[src/rtl/foo_arb_pkg.sv]
// Shared types and constants for the foo pipe arbiter slice.
package foo_arb_pkg;

    localparam int FOO_DATA_W  = 32;
    localparam int FOO_LATENCY = 2;

    typedef struct packed {
        logic       vld;
        logic [3:0] id;
    } foo_tag_t;

    function automatic logic [2*FOO_DATA_W-1:0] pack_s(
        input logic [FOO_DATA_W-1:0] a,
        input logic [FOO_DATA_W-1:0] b
    );
        return {a, b};
    endfunction

endpackage

[src/rtl/foo_pipe_arbiter_if.sv]
// Requester, foo pipe and response signals of the foo pipe arbiter.
interface foo_pipe_arbiter_if #(
    parameter int NUM_REQ = 4,
    parameter int DATA_W  = foo_arb_pkg::FOO_DATA_W
);

    logic [NUM_REQ-1:0]        req_valid;
    logic [NUM_REQ*DATA_W-1:0] req_a;
    logic [NUM_REQ*DATA_W-1:0] req_b;
    logic [NUM_REQ-1:0]        req_ready;
    logic [2*DATA_W-1:0]       pipe_s;
    logic [DATA_W-1:0]         pipe_out;
    logic [NUM_REQ-1:0]        resp_valid;
    logic [DATA_W-1:0]         resp_data;

    modport master (
        output req_valid, req_a, req_b, pipe_out,
        input  req_ready, pipe_s, resp_valid, resp_data
    );

    modport slave (
        input  req_valid, req_a, req_b, pipe_out,
        output req_ready, pipe_s, resp_valid, resp_data
    );

endinterface

[src/rtl/foo_rr_arbiter.sv]
// Combinational round-robin pick: lowest index at or above rr_ptr (wrapping) wins.
// Latency 0; no backpressure, grant is a pure function of req and rr_ptr.
module foo_rr_arbiter #(
    parameter  int NUM_REQ = 4,
    localparam int IDX_W   = $clog2(NUM_REQ)
) (
    input  logic [NUM_REQ-1:0] req,
    input  logic [IDX_W-1:0]   rr_ptr,
    output logic [NUM_REQ-1:0] grant,
    output logic [IDX_W-1:0]   grant_idx,
    output logic               grant_any
);

    logic [IDX_W-1:0] idx;

    always_comb begin
        grant     = '0;
        grant_idx = '0;
        grant_any = 1'b0;
        idx       = '0;
        for (int k = 0; k < NUM_REQ; k++) begin
            idx = IDX_W'((int'(rr_ptr) + k) % NUM_REQ);
            if (!grant_any && req[idx]) begin
                grant[idx] = 1'b1;
                grant_idx  = idx;
                grant_any  = 1'b1;
            end
        end
    end

endmodule

[src/rtl/foo_pipe_arbiter.sv]
// Round-robin share of one foo adder pipe among NUM_REQ requesters; optional FOO_ARB_PERF_EN grant counters.
// Latency: grant same cycle, resp_valid pulse LATENCY cycles after grant; 1 op/cycle sustained.
// Backpressure: req_ready is the one-hot grant; responses are never stalled.
module foo_pipe_arbiter
    import foo_arb_pkg::*;
#(
    parameter int NUM_REQ = 4,
    parameter int DATA_W  = FOO_DATA_W,
    parameter int LATENCY = FOO_LATENCY
) (
    input  logic                     clk,
    input  logic                     rst,
    foo_pipe_arbiter_if.slave        bus
`ifdef FOO_ARB_PERF_EN
    ,
    output logic [NUM_REQ*16-1:0]    perf_grants
`endif
);

    localparam int IDX_W = $clog2(NUM_REQ);

    logic [NUM_REQ-1:0] req_gated;
    logic [NUM_REQ-1:0] grant;
    logic [IDX_W-1:0]   grant_idx;
    logic               grant_any;
    logic [IDX_W-1:0]   rr_ptr;
    logic [DATA_W-1:0]  a_sel;
    logic [DATA_W-1:0]  b_sel;
    foo_tag_t           tag_q [LATENCY];
    foo_tag_t           tag_out;
    logic [NUM_REQ-1:0] resp_vec;

    // Requests seen while in reset must never be accepted.
    assign req_gated = rst ? '0 : bus.req_valid;

    foo_rr_arbiter #(
        .NUM_REQ (NUM_REQ)
    ) u_rr (
        .req       (req_gated),
        .rr_ptr    (rr_ptr),
        .grant     (grant),
        .grant_idx (grant_idx),
        .grant_any (grant_any)
    );

    assign bus.req_ready = grant;

    always_comb begin
        a_sel = '0;
        b_sel = '0;
        for (int i = 0; i < NUM_REQ; i++) begin
            if (grant[i]) begin
                a_sel = bus.req_a[i*DATA_W +: DATA_W];
                b_sel = bus.req_b[i*DATA_W +: DATA_W];
            end
        end
    end

    generate
        if (DATA_W == FOO_DATA_W) begin : g_pack
            assign bus.pipe_s = pack_s(a_sel, b_sel);
        end else begin : g_cat
            assign bus.pipe_s = {a_sel, b_sel};
        end
    endgenerate

    always_ff @(posedge clk) begin
        if (rst) begin
            rr_ptr <= '0;
        end else if (grant_any) begin
            rr_ptr <= (grant_idx == IDX_W'(NUM_REQ - 1)) ? '0 : grant_idx + IDX_W'(1);
        end
    end

    // Requester IDs travel beside the foo pipe so results can be steered back.
    always_ff @(posedge clk) begin
        if (rst) begin
            for (int k = 0; k < LATENCY; k++) tag_q[k] <= '0;
        end else begin
            tag_q[0] <= '{vld: grant_any, id: 4'(grant_idx)};
            for (int k = 1; k < LATENCY; k++) tag_q[k] <= tag_q[k-1];
        end
    end

    assign tag_out = tag_q[LATENCY-1];

    always_comb begin
        resp_vec = '0;
        for (int i = 0; i < NUM_REQ; i++) begin
            resp_vec[i] = tag_out.vld && (tag_out.id == 4'(i));
        end
    end

    assign bus.resp_valid = resp_vec;
    assign bus.resp_data  = bus.pipe_out;

`ifdef FOO_ARB_PERF_EN
    logic [15:0] perf_cnt [NUM_REQ];

    always_ff @(posedge clk) begin
        if (rst) begin
            for (int i = 0; i < NUM_REQ; i++) perf_cnt[i] <= '0;
        end else begin
            for (int i = 0; i < NUM_REQ; i++) begin
                if (grant[i] && perf_cnt[i] != 16'hFFFF) perf_cnt[i] <= perf_cnt[i] + 16'd1;
            end
        end
    end

    for (genvar g = 0; g < NUM_REQ; g++) begin : g_perf
        assign perf_grants[g*16 +: 16] = perf_cnt[g];
    end
`endif

endmodule

[src/flat_wrapper.sv]
// flat-port wrapper written by rule: the top's interface ports become plain ports
module foo_pipe_arbiter_flat import foo_arb_pkg::*;
#(
    parameter int NUM_REQ = 4,
    parameter int DATA_W  = FOO_DATA_W,
    parameter int LATENCY = FOO_LATENCY
)
  (clk, rst, bus_req_valid, bus_req_a, bus_req_b, bus_pipe_out, bus_req_ready, bus_pipe_s, bus_resp_valid, bus_resp_data);
  foo_pipe_arbiter_if #(.NUM_REQ(NUM_REQ), .DATA_W(DATA_W)) bus_i ();
  input  logic clk;
  input  logic rst;
  input wire logic [$bits(bus_i.req_valid)-1:0] bus_req_valid;
  input wire logic [$bits(bus_i.req_a)-1:0] bus_req_a;
  input wire logic [$bits(bus_i.req_b)-1:0] bus_req_b;
  input wire logic [$bits(bus_i.pipe_out)-1:0] bus_pipe_out;
  output wire logic [$bits(bus_i.req_ready)-1:0] bus_req_ready;
  output wire logic [$bits(bus_i.pipe_s)-1:0] bus_pipe_s;
  output wire logic [$bits(bus_i.resp_valid)-1:0] bus_resp_valid;
  output wire logic [$bits(bus_i.resp_data)-1:0] bus_resp_data;
  assign bus_i.req_valid = bus_req_valid;
  assign bus_i.req_a = bus_req_a;
  assign bus_i.req_b = bus_req_b;
  assign bus_i.pipe_out = bus_pipe_out;
  assign bus_req_ready = bus_i.req_ready;
  assign bus_pipe_s = bus_i.pipe_s;
  assign bus_resp_valid = bus_i.resp_valid;
  assign bus_resp_data = bus_i.resp_data;
  foo_pipe_arbiter #(.NUM_REQ(NUM_REQ), .DATA_W(DATA_W), .LATENCY(LATENCY)) u_core (.clk(clk), .rst(rst), .bus(bus_i));
endmodule
[config.mk]
export PLATFORM = sky130hd
export DESIGN_NAME = foo_pipe_arbiter_flat
export DESIGN_NICKNAME = d
export VERILOG_FILES = /design/src/rtl/foo_arb_pkg.sv /design/src/rtl/foo_pipe_arbiter_if.sv /design/src/rtl/foo_rr_arbiter.sv /design/src/rtl/foo_pipe_arbiter.sv /design/src/flat_wrapper.sv
export SDC_FILE = /design/constraint.sdc
export NUM_CORES = 1
export LEC_CHECK = 0
export CORE_AREA = 2 2 153 155
export CTS_CLUSTER_DIAMETER = 200
export DETAILED_ROUTE_END_ITERATION = 10
export DIE_AREA = 0 0 155 157
export PLACE_DENSITY = 0.55
export SLEW_MARGIN = 25
export SYNTH_ARGS = -nofsm -noshare
export SYNTH_HDL_FRONTEND = slang
export SYNTH_HIERARCHICAL = 1
export SYNTH_SLANG_ARGS = --single-unit
[constraint.sdc]
create_clock -name clk -period 10.8 [get_ports clk]
set_input_delay 2.16 -clock clk [delete_from_list [all_inputs] [get_ports clk]]
set_output_delay 2.16 -clock clk [all_outputs]
set_load 0.005 [all_outputs]
Yosys cells after proc, flatten, opt, wreduce, memory -nomap -nowiden:

Memory sizes are Yosys's and may differ from the RTL's.
Index checks and enable logic that the tools add are counted.

* memories kept: 1
* ROM bits: 0
* memory bits (writable): 10
* flip-flop bits (word level): 2
* bits in latches: 0
* bits of input ports: 294
* logic and storage cells: 81

* mux-type cells: 43
* div/mod/pow operators: 0
* reductions and logical operators: 15
* shift-type cells: 0
* bitwise gates (word level): 5
* $lt $le $gt $ge: 8
* multiply operators: 0
* equality and inequality tests: 4
* add/sub/neg operators: 4

Memory list
* u_core.tag_q: depth 2, bits a word 5, rd ports 2, clocked after Yosys merged registers in 0, write ports 2, line foo_pipe_arbiter.sv:29 `foo_tag_t tag_q [LATENCY];`

Operators by type and width (number)
* $mux 32: 8
* $mux 4: 5
* $mux 1: 15
* $lt 2x3->1 const B: 4
* $or 4x4->4: 3
* $logic_and 1x1->1: 11
* $mux 2: 5
* $mux 5: 2
* $bmux 1 s2: 4
* $demux 1 s2: 4
* $eq 4x2->1 const B: 2
* $ge 2x1->1 const B: 4
* $add 2x1->2 const B: 2
* $add 2x2->2 const B: 2
* $eq 4x1->1 const B: 1
* $logic_not 4->1: 1
* $logic_not 1->1: 3
* $eq 2x2->1 const B: 1
* $or 1x1->1: 2

Longest topological paths before layout:

* depth in word-level cells: 17
* gate-level depth with buffers: 13

Hierarchy:

Netlist, hierarchy kept.

By module, submodules not included
* foo_pipe_arbiter: instances 1, area each 2288.4 um^2, cells each 293
* foo_rr_arbiter: instances 1, area each 419.2 um^2, cells each 45

Worst setup path after synthesis:

OpenSTA, ideal clock, no wires.

* kind: input -> output
* start point: input port rst
* end point: output port bus_pipe_s[0]
* cell stages on the path: 12
* setup slack: 3991 ps
* arrival: 4649 ps
* cells stage by stage: clkbuf_1 nor2b_1 mux4_2 buf_6 and2b_2 a22oi_1 o21ai_0 nand2b_1 buf_6 buf_8 o22ai_1 a21oi_2

* elaborated cells between the ends (all ways): 29
* those cells by class: mux: 20; bitwise: 3; reduce/logical: 6

RTL lines
* start, declared: line flat_wrapper.sv:11 `input logic rst;`
* $mux 4 (*): line foo_pipe_arbiter.sv:34 `assign req_gated = rst ? '0 : bus.req_valid;`
* named net u_core.req_gated[2]: line foo_pipe_arbiter.sv:22 `logic [NUM_REQ-1:0] req_gated;`
* $bmux 1 s2: line foo_rr_arbiter.sv:23 `if (!grant_any && req[idx]) begin`
* $mux 1 (implied by the code): line foo_rr_arbiter.sv:23
* $mux 1: line foo_rr_arbiter.sv:23
* $logic_not 1->1: line foo_rr_arbiter.sv:23
* $logic_and 1x1->1: line foo_rr_arbiter.sv:23
* $mux 1: line foo_rr_arbiter.sv:23
* $logic_not 1->1: line foo_rr_arbiter.sv:23
* $logic_and 1x1->1: line foo_rr_arbiter.sv:23
* $mux 1: line foo_rr_arbiter.sv:23
* $logic_not 1->1: line foo_rr_arbiter.sv:23
* $logic_and 1x1->1: line foo_rr_arbiter.sv:23
* $mux 4 (*): line foo_rr_arbiter.sv:23
* named net bus_req_ready[3]: line flat_wrapper.sv:16 `output wire logic [$bits(bus_i.req_ready)-1:0] bus_req_ready;`
* $mux 32 (*): line foo_pipe_arbiter.sv:52 `if (grant[i]) begin`
* end, declared: line flat_wrapper.sv:17 `output wire logic [$bits(bus_i.pipe_s)-1:0] bus_pipe_s;`

The timed path passes the listed nets; every way through them passes the cells marked *. The select of a mux whose other input is x is not followed.

Final worst setup path:

* start point: input port rst
* end point: output port bus_pipe_s[42]

* longest elaborated chain between the ends: 17
* elaborated cells between the ends (all ways): 29
* those cells by class: mux: 20; bitwise: 3; reduce/logical: 6

Ends and longest elaborated chain (line)
* $mux 4 (*): foo_pipe_arbiter.sv:34
* named net u_core.req_gated[2]: foo_pipe_arbiter.sv:22
* $bmux 1 s2: foo_rr_arbiter.sv:23
* $mux 1 (implied by the code): foo_rr_arbiter.sv:23
* $mux 1: foo_rr_arbiter.sv:23
* $logic_not 1->1: foo_rr_arbiter.sv:23
* $logic_and 1x1->1: foo_rr_arbiter.sv:23
* $mux 1: foo_rr_arbiter.sv:23
* $logic_not 1->1: foo_rr_arbiter.sv:23
* $logic_and 1x1->1: foo_rr_arbiter.sv:23
* $mux 1: foo_rr_arbiter.sv:23
* $logic_not 1->1: foo_rr_arbiter.sv:23
* $logic_and 1x1->1: foo_rr_arbiter.sv:23
* $mux 4 (*): foo_rr_arbiter.sv:23
* $mux 32 (3 in series): foo_pipe_arbiter.sv:52
* $mux 32 (*): foo_pipe_arbiter.sv:52

Marks and branches as above.

==> impl_metrics.csv <==
group,metric,value,unit
routing,postRouteAntennaNets,0,
placed_design,place_inst,893,
clock_network,post_cts_buffers,0,
floorplanning,num_io_pins,398,
synthesis,synth.net_count,638,
routing,drc,0,
power_and_ir_drop,power_density,287,mW/mm^2
sta,grt_setup_unrepaired,"no",
routing,drt-initial-drc-count,195,
sta,worst_slew_pin_slew,811,ps
clock_network,tritoncts,"yes",
worst_setup_path,crit_fanout,37,
clock_network,worstSkewPairLatency,230,ps
floorplanning,initial_core_utilization,12.0,%
routing,met2RoutedLength,8140,um
synthesis,synth_enable_flop_cells,0,
layout,nNetsFinal,913,
layout,flow.area_growth_from_synthesis,122,%
routing,detail_route.wl_per_cell,18.3,um
sta,worst_clock_skew,0.720,ps
routing,avgViaCountPerCell,4.38,
clock_network,hold_buffer_count_at_cts,0,
synthesis,synthDominantAreaCellType,"a22oi_1",
worst_setup_path,worst_r2r_path_depth,9,
clock_network,clkTransAtPathRegs,40,ps
synthesis,ys_ff_latch,8,
worst_setup_path,timing.critical_path.required,8640,ps
min_path,hold_path_class,"flip-flop to flip-flop",
worst_setup_path,rr_startpoint,"u_core/rr_ptr[0]$_SDFFE_PP0P_",
min_path,hold_worst_path_end,"u_core/tag_q[0][9]$_SDFF_PP0_",
routing,detailedRoute.firstPassIterationCount,4,
worst_setup_path,ws_path_type,"input pin to output pin",
synthesis,post_synth_instance_area,0.00271,sq mm
global_routing,grt_antenna_before_repair,1,
layout,drive_above_1_share,13.1,%
clock_network,cts.sinks,8,
power_and_ir_drop,p_total,1.72,mW
floorplanning,die-width,155,um
clock_network,clk_path_buf_depth,2,
synthesis,yosys-top-cells-count,"a22oi_1 (71), o22ai_1 (63), a21oi_2 (60)",
synthesis,synthFlopType,"dfxtp_1",
floorplanning,chipHeight,157,um
synthesis,async_flop_share,0,%
worst_setup_path,reg2reg_slack,7800,ps
global_routing,grt_start_max_net_pins,67,
clock_network,ctsResizeCount,0,
synthesis,syn-instance-count,338,
sta,fin_tns_setup,0,ps
sta,maxSlewHeadroom,45.4,%
worst_setup_path,critical_path_end_type,"output pin",
sta,final-max-slew-violation-count,0,
floorplanning,die_area,0.0243,sq mm
synthesis,synthesis.area_per_instance,8.01,sq um
worst_setup_path,cp-start-kind,"input pin",
sta,max_freq,111,MHz
sta,finalHoldViolations,0,
global_routing,globalRoute.totalOverflow,0,
global_routing,grt_use_total,11.9,%
sta,setup-violations-final,0,
synthesis,yosys_warnings,6,
worst_setup_path,critical_path_arrival,6890,ps
routing,dr.max_layer_used,"met4",
sta,minimum_period_implied_by_the_final_worst_setup_slack,9050,ps
status,run_status,"finished, final reports clean",
synthesis,synth_top_area_cells,"a22oi_1 (20%), a21oi_2 (19%), o22ai_1 (15%)",
placed_design,gpl_congestion,0.748,
clock_network,h-tree-depth,1,
routing,met3RoutedLength,1730,um
placed_design,count_of_input_and_output_buffers,333,
min_path,min-delay-start,"u_core/tag_q[0][4]$_SDFF_PP0_",
layout,finish.cell_count_without_fillers,897,
synthesis,synth.most_common_cell,"a22oi_1",
min_path,min_path_cells,1,
floorplanning,fp.coreArea,0.0225,sq mm
power_and_ir_drop,p_leak,1.97,nW
power_and_ir_drop,ir_worst_vdd,0.145,mV
synthesis,yosys.area.top_type_share,19.7,%
routing,total_length_of_routed_wires,16400,um
clock_network,cts-buffers-inserted,3,
job,max-cap-violations,0,
routing,vias,3929,
global_routing,first_global_vias,3846,
synthesis,synth.lib_cells_used.distinct,38,
clock_network,clockRootBuffer,"clkbuf_16",
sta,final.period_utilization,83.8,%
placed_design,dp_hpwl,12800,um
synthesis,ys_seq_area_share,5.91,%
worst_setup_path,reg2reg_to,"u_core/rr_ptr[1]$_SDFFE_PP0P_",
routing,met1_length,6370,um
floorplanning,rows,55,
global_routing,global_route_wire_length_before_repair,22900,um
-- power by group --
| group | leakage, nW | internal (mW) | switching (mW) |
|---|---|---|---|
| combinational | 1.87 | 0.889 | 0.724 |
| sequential | 0.0660 | 0.0393 | 0.0119 |
| clock | 0.0370 | 0.0476 | 0.0129 |
| total | 1.97 | 0.976 | 0.749 |
-- cell type report --
type	count	area (sq um)
fillers	2390	16500
repair buffers	339	3390
multi-input cells	255	2000
well taps	285	357
flip-flops and latches	8	160
clock buffers	3	75.1
inverters	6	22.5
diodes	1	2.50
-- registers in the layout (all words and copies together), names as in the netlist --
name / cells
u_core/tag_q: 6
u_core/rr_ptr: 2
-- worst max-delay path: stages --
cell and delay [ps]:
clkdlybuf4s50_1 690, nor2b_1 170, mux4_2 630, and2b_2 300, a22oi_1 60, o21ai_0 650, nand2b_2 710, buf_4 520
o22ai_1 270, a21oi_2 160, clkdlybuf4s50_1 520
-- metal layers --
layer / GRT usage, % / vias to the layer above
met5: 0 / -
met4: 1.94 / 0
met3: 3.69 / 12
met2: 20.8 / 226
met1: 14.6 / 1809
li1: - / 1882
-- cells by family (layout without fill, tap and decap cells) --
family / Yosys count / after routing / synth area share (%)
compound gates: 208 / 208 / 56.9
buf+inv: 75 / 348 / 21.3
simple gates: 32 / 32 / 7.49
mux: 9 / 9 / 5.55
flops: 8 / 8 / 5.91
fa+ha+maj: 6 / 6 / 2.77
other cells: 0 / 1 / 0
-- how the worst max path moves through the flow --
stage                     from        endpoint  slack [ps]  cells after the start
after floorplan            rst   bus_pipe_s[0]        3990                     12
after global placement     rst  bus_pipe_s[48]        1770                     11
after detailed placement   rst  bus_pipe_s[48]        1710                     11
after CTS                  rst  bus_pipe_s[48]        1700                     11
after global routing       rst  bus_pipe_s[42]        1370                     11
final                      rst  bus_pipe_s[42]        1750                     11
-- metrics by stage --
step           hold slack (ps)  utilization [%]  cell area [sq um]  setup WS (ps)
6_report                   436             26.7               6000           1750
5_1_grt                    464             26.7               6000           1370
3_5_place_dp               424             26.3               5930           1710
3_3_place_gp               443             26.3               5930           1770
2_1_floorplan              414                -               2710           3990
4_1_cts                    440             26.7               6000           1700
-- placed cells by master, fill, tap and decap left out, types with 2 or more instances in the layout --
| cell type | netlist | routed |
|---|---|---|
| inv_1 | 5 | 5 |
| mux2i_1 | 3 | 3 |
| buf_4 | 33 | 5 |
| o22ai_1 | 63 | 63 |
| dfxtp_1 | 8 | 8 |
| mux2_2 | 2 | 2 |
| a21oi_1 | 3 | 3 |
| nor2_1 | 6 | 6 |
| clkdlybuf4s50_1 | 0 | 333 |
| mux4_2 | 2 | 2 |
| o21ai_0 | 5 | 4 |
| a21oi_2 | 60 | 60 |
| a22oi_1 | 71 | 71 |
| nor3b_1 | 2 | 2 |
| mux4_1 | 2 | 2 |
| ha_1 | 6 | 6 |
| clkbuf_16 | 0 | 3 |
| nand2_1 | 3 | 3 |
| nor2b_1 | 11 | 10 |
Note: power is estimated with default switching activity, not from simulation.
==> variant (same settings) <==
`NUM_REQ` is set to 4 in 4 places; all go to 2.
--- a/src/rtl/foo_pipe_arbiter_if.sv
+++ b/src/rtl/foo_pipe_arbiter_if.sv
@@ -1,5 +1,5 @@
 // Requester, foo pipe and response signals of the foo pipe arbiter.
 interface foo_pipe_arbiter_if #(
-    parameter int NUM_REQ = 4,
+    parameter int NUM_REQ = 2,
     parameter int DATA_W  = foo_arb_pkg::FOO_DATA_W
 );
--- a/src/rtl/foo_rr_arbiter.sv
+++ b/src/rtl/foo_rr_arbiter.sv
@@ -2,5 +2,5 @@
 // Latency 0; no backpressure, grant is a pure function of req and rr_ptr.
 module foo_rr_arbiter #(
-    parameter  int NUM_REQ = 4,
+    parameter  int NUM_REQ = 2,
     localparam int IDX_W   = $clog2(NUM_REQ)
 ) (
--- a/src/rtl/foo_pipe_arbiter.sv
+++ b/src/rtl/foo_pipe_arbiter.sv
@@ -5,5 +5,5 @@
     import foo_arb_pkg::*;
 #(
-    parameter int NUM_REQ = 4,
+    parameter int NUM_REQ = 2,
     parameter int DATA_W  = FOO_DATA_W,
     parameter int LATENCY = FOO_LATENCY
--- a/src/flat_wrapper.sv
+++ b/src/flat_wrapper.sv
@@ -2,5 +2,5 @@
 module foo_pipe_arbiter_flat import foo_arb_pkg::*;
 #(
-    parameter int NUM_REQ = 4,
+    parameter int NUM_REQ = 2,
     parameter int DATA_W  = FOO_DATA_W,
     parameter int LATENCY = FOO_LATENCY
Interface: changed (5 resized); port bits go from 398 to 264. The function was not compared with the original's and may differ.
==> variant against the original RTL <==
  * Sequential share of layout area rose by 0.43 points
  * Worst setup slack gained 1.7 ns
  * Area after synthesis shrank 58%
  * Wire length fell by 60%
  * Core utilization shrank 12 points
  * Design area is 46% lower
  * Sequential cell count shrank 3
  * Largest cell class unchanged
Power is left out: it rests on default switching activity, and per cell area and clock period it moved more than threefold.
==> variant: results (changes against the original RTL) <==
reg2reg_depth: 3  # was 9
hpwl_um: 5442  # was 12840 µm
path_max_fanout: 47  # was 37
outcome: "completed"  # unchanged
synth_commonest_cells: "62 x a22o_1, 34 x buf_4, 7 x buf_6, 7 x nor2b_1, 5 x dfxtp_1"  # was 71 x a22oi_1, 63 x o22ai_1, 60 x a21oi_2, 33 x buf_4, 18 x buf_2
first_pass_iters: 3  # was 4
drtIter0Drc: 37  # was 195
grt_max_degree: 68  # was 67
antenna_found_initial: 0  # was 1
hp-start: "u_core/tag_q[0][0]"  # was u_core/tag_q[0][4]
routabilityCongestion: 0.6703  # was 0.7481
ff2ff_setup_slack_ns: 9.95  # was 7.80 ns
fillers: 2529  # was 2390
ys_types: 16  # was 38
route.detailed.wl_per_inst_um: 11.26  # was 18.26 µm
diodes: 0  # was 1
worstReg2RegStart: "u_core/rr_ptr"  # was u_core/rr_ptr[0]
layout-drive-gt1-share_pct: 2.381  # was 13.09%
yosysSeqAreaShare_pct: 8.879  # was 5.915%
r2r-end: "u_core/rr_ptr"  # was u_core/rr_ptr[1]
first_global_vias: 1737  # was 3846
holdPathEnd: "u_core/tag_q[0][5]"  # was u_core/tag_q[0][9]
grt_pass1_wl_um: 8976  # was 22870 µm
slowest_stage: "clkdlybuf4s50_1"  # was nand2b_2
grt.total_usage_pct: 4.746  # was 11.92%
max_stage_delay_ns: 0.53  # was 0.71 ns
fin_worst_skew_ns: 0.001847  # was 0.0007201 ns
==> variant: changes by cell type after synthesis, sizes merged, moves of 4 or more <==
cell,change
o22ai,-63
a22oi,-71
inv,-5
buf,-16
a22o,+62
clkbuf,-7
mux4,-4
nor2,-6
a21oi,-63
ha,-6
==> variant: kinds of logic after synthesis <==
kind of cell           after synthesis  share of synthesized area, %
buffers and inverters               47                         31.96
DFF                                  5                         8.879
and+or+nand+nor                     15                         7.436
AOI/OAI and AO/OA                   68                         51.72
==> variant: worst reg2reg max path: cells and delay by family (launching register included) <==
kind,cells,cell delay (ns)
compound gates,2,0.34
flops,1,0.31
buf+inv,1,0.11
==> variant: stage by stage <==
| step | area (µm²) | utilization (%) | setup WS [ns] | std cells | hold WS, ns |
|---|---|---|---|---|---|
| 5_1_grt | 3229 | 14.35 | 3.232 | 579 | 0.4542 |
| 6_report | 3229 | 14.35 | 3.433 | 579 | 0.4403 |
| 3_3_place_gp | 3151 | 14.00 | 3.397 | 575 | 0.4502 |
| 2_1_floorplan | 1127 | - | 5.391 | 135 | 0.4138 |
| 4_1_cts | 3229 | 14.35 | 3.407 | 579 | 0.4439 |
| 3_5_place_dp | 3151 | 14.00 | 3.423 | 575 | 0.4362 |
==> variant: routing by layer <==
layer  track usage [%]  vias up  wire length [µm]
li1                  -      808                 -
met5                 0        -                 0
met3             1.322       29               796
met1             4.369      712              2150
met2             8.910      146              3133
met4             3.571        0               439
==> variant: how the worst max path moves through the flow <==
stage	start	depth (start not counted)	slack, ns	to
2_1_floorplan	bus_req_valid[1]	5	5.39	bus_pipe_s[0]
3_3_place_gp	rst	7	3.40	bus_pipe_s[47]
3_5_place_dp	rst	7	3.42	bus_pipe_s[27]
4_1_cts	rst	7	3.41	bus_pipe_s[47]
5_1_grt	rst	7	3.23	bus_pipe_s[47]
6_report	rst	7	3.43	bus_pipe_s[47]
==> variant: layout make-up <==
class                      instances  share of cell area, %
multi-input combinational         83                  21.15
clock buffer                       4                  2.441
sequential                         5                  3.100
inverter                           1                 0.1162
timing repair buffer             201                  62.15
tap                              285                  11.04
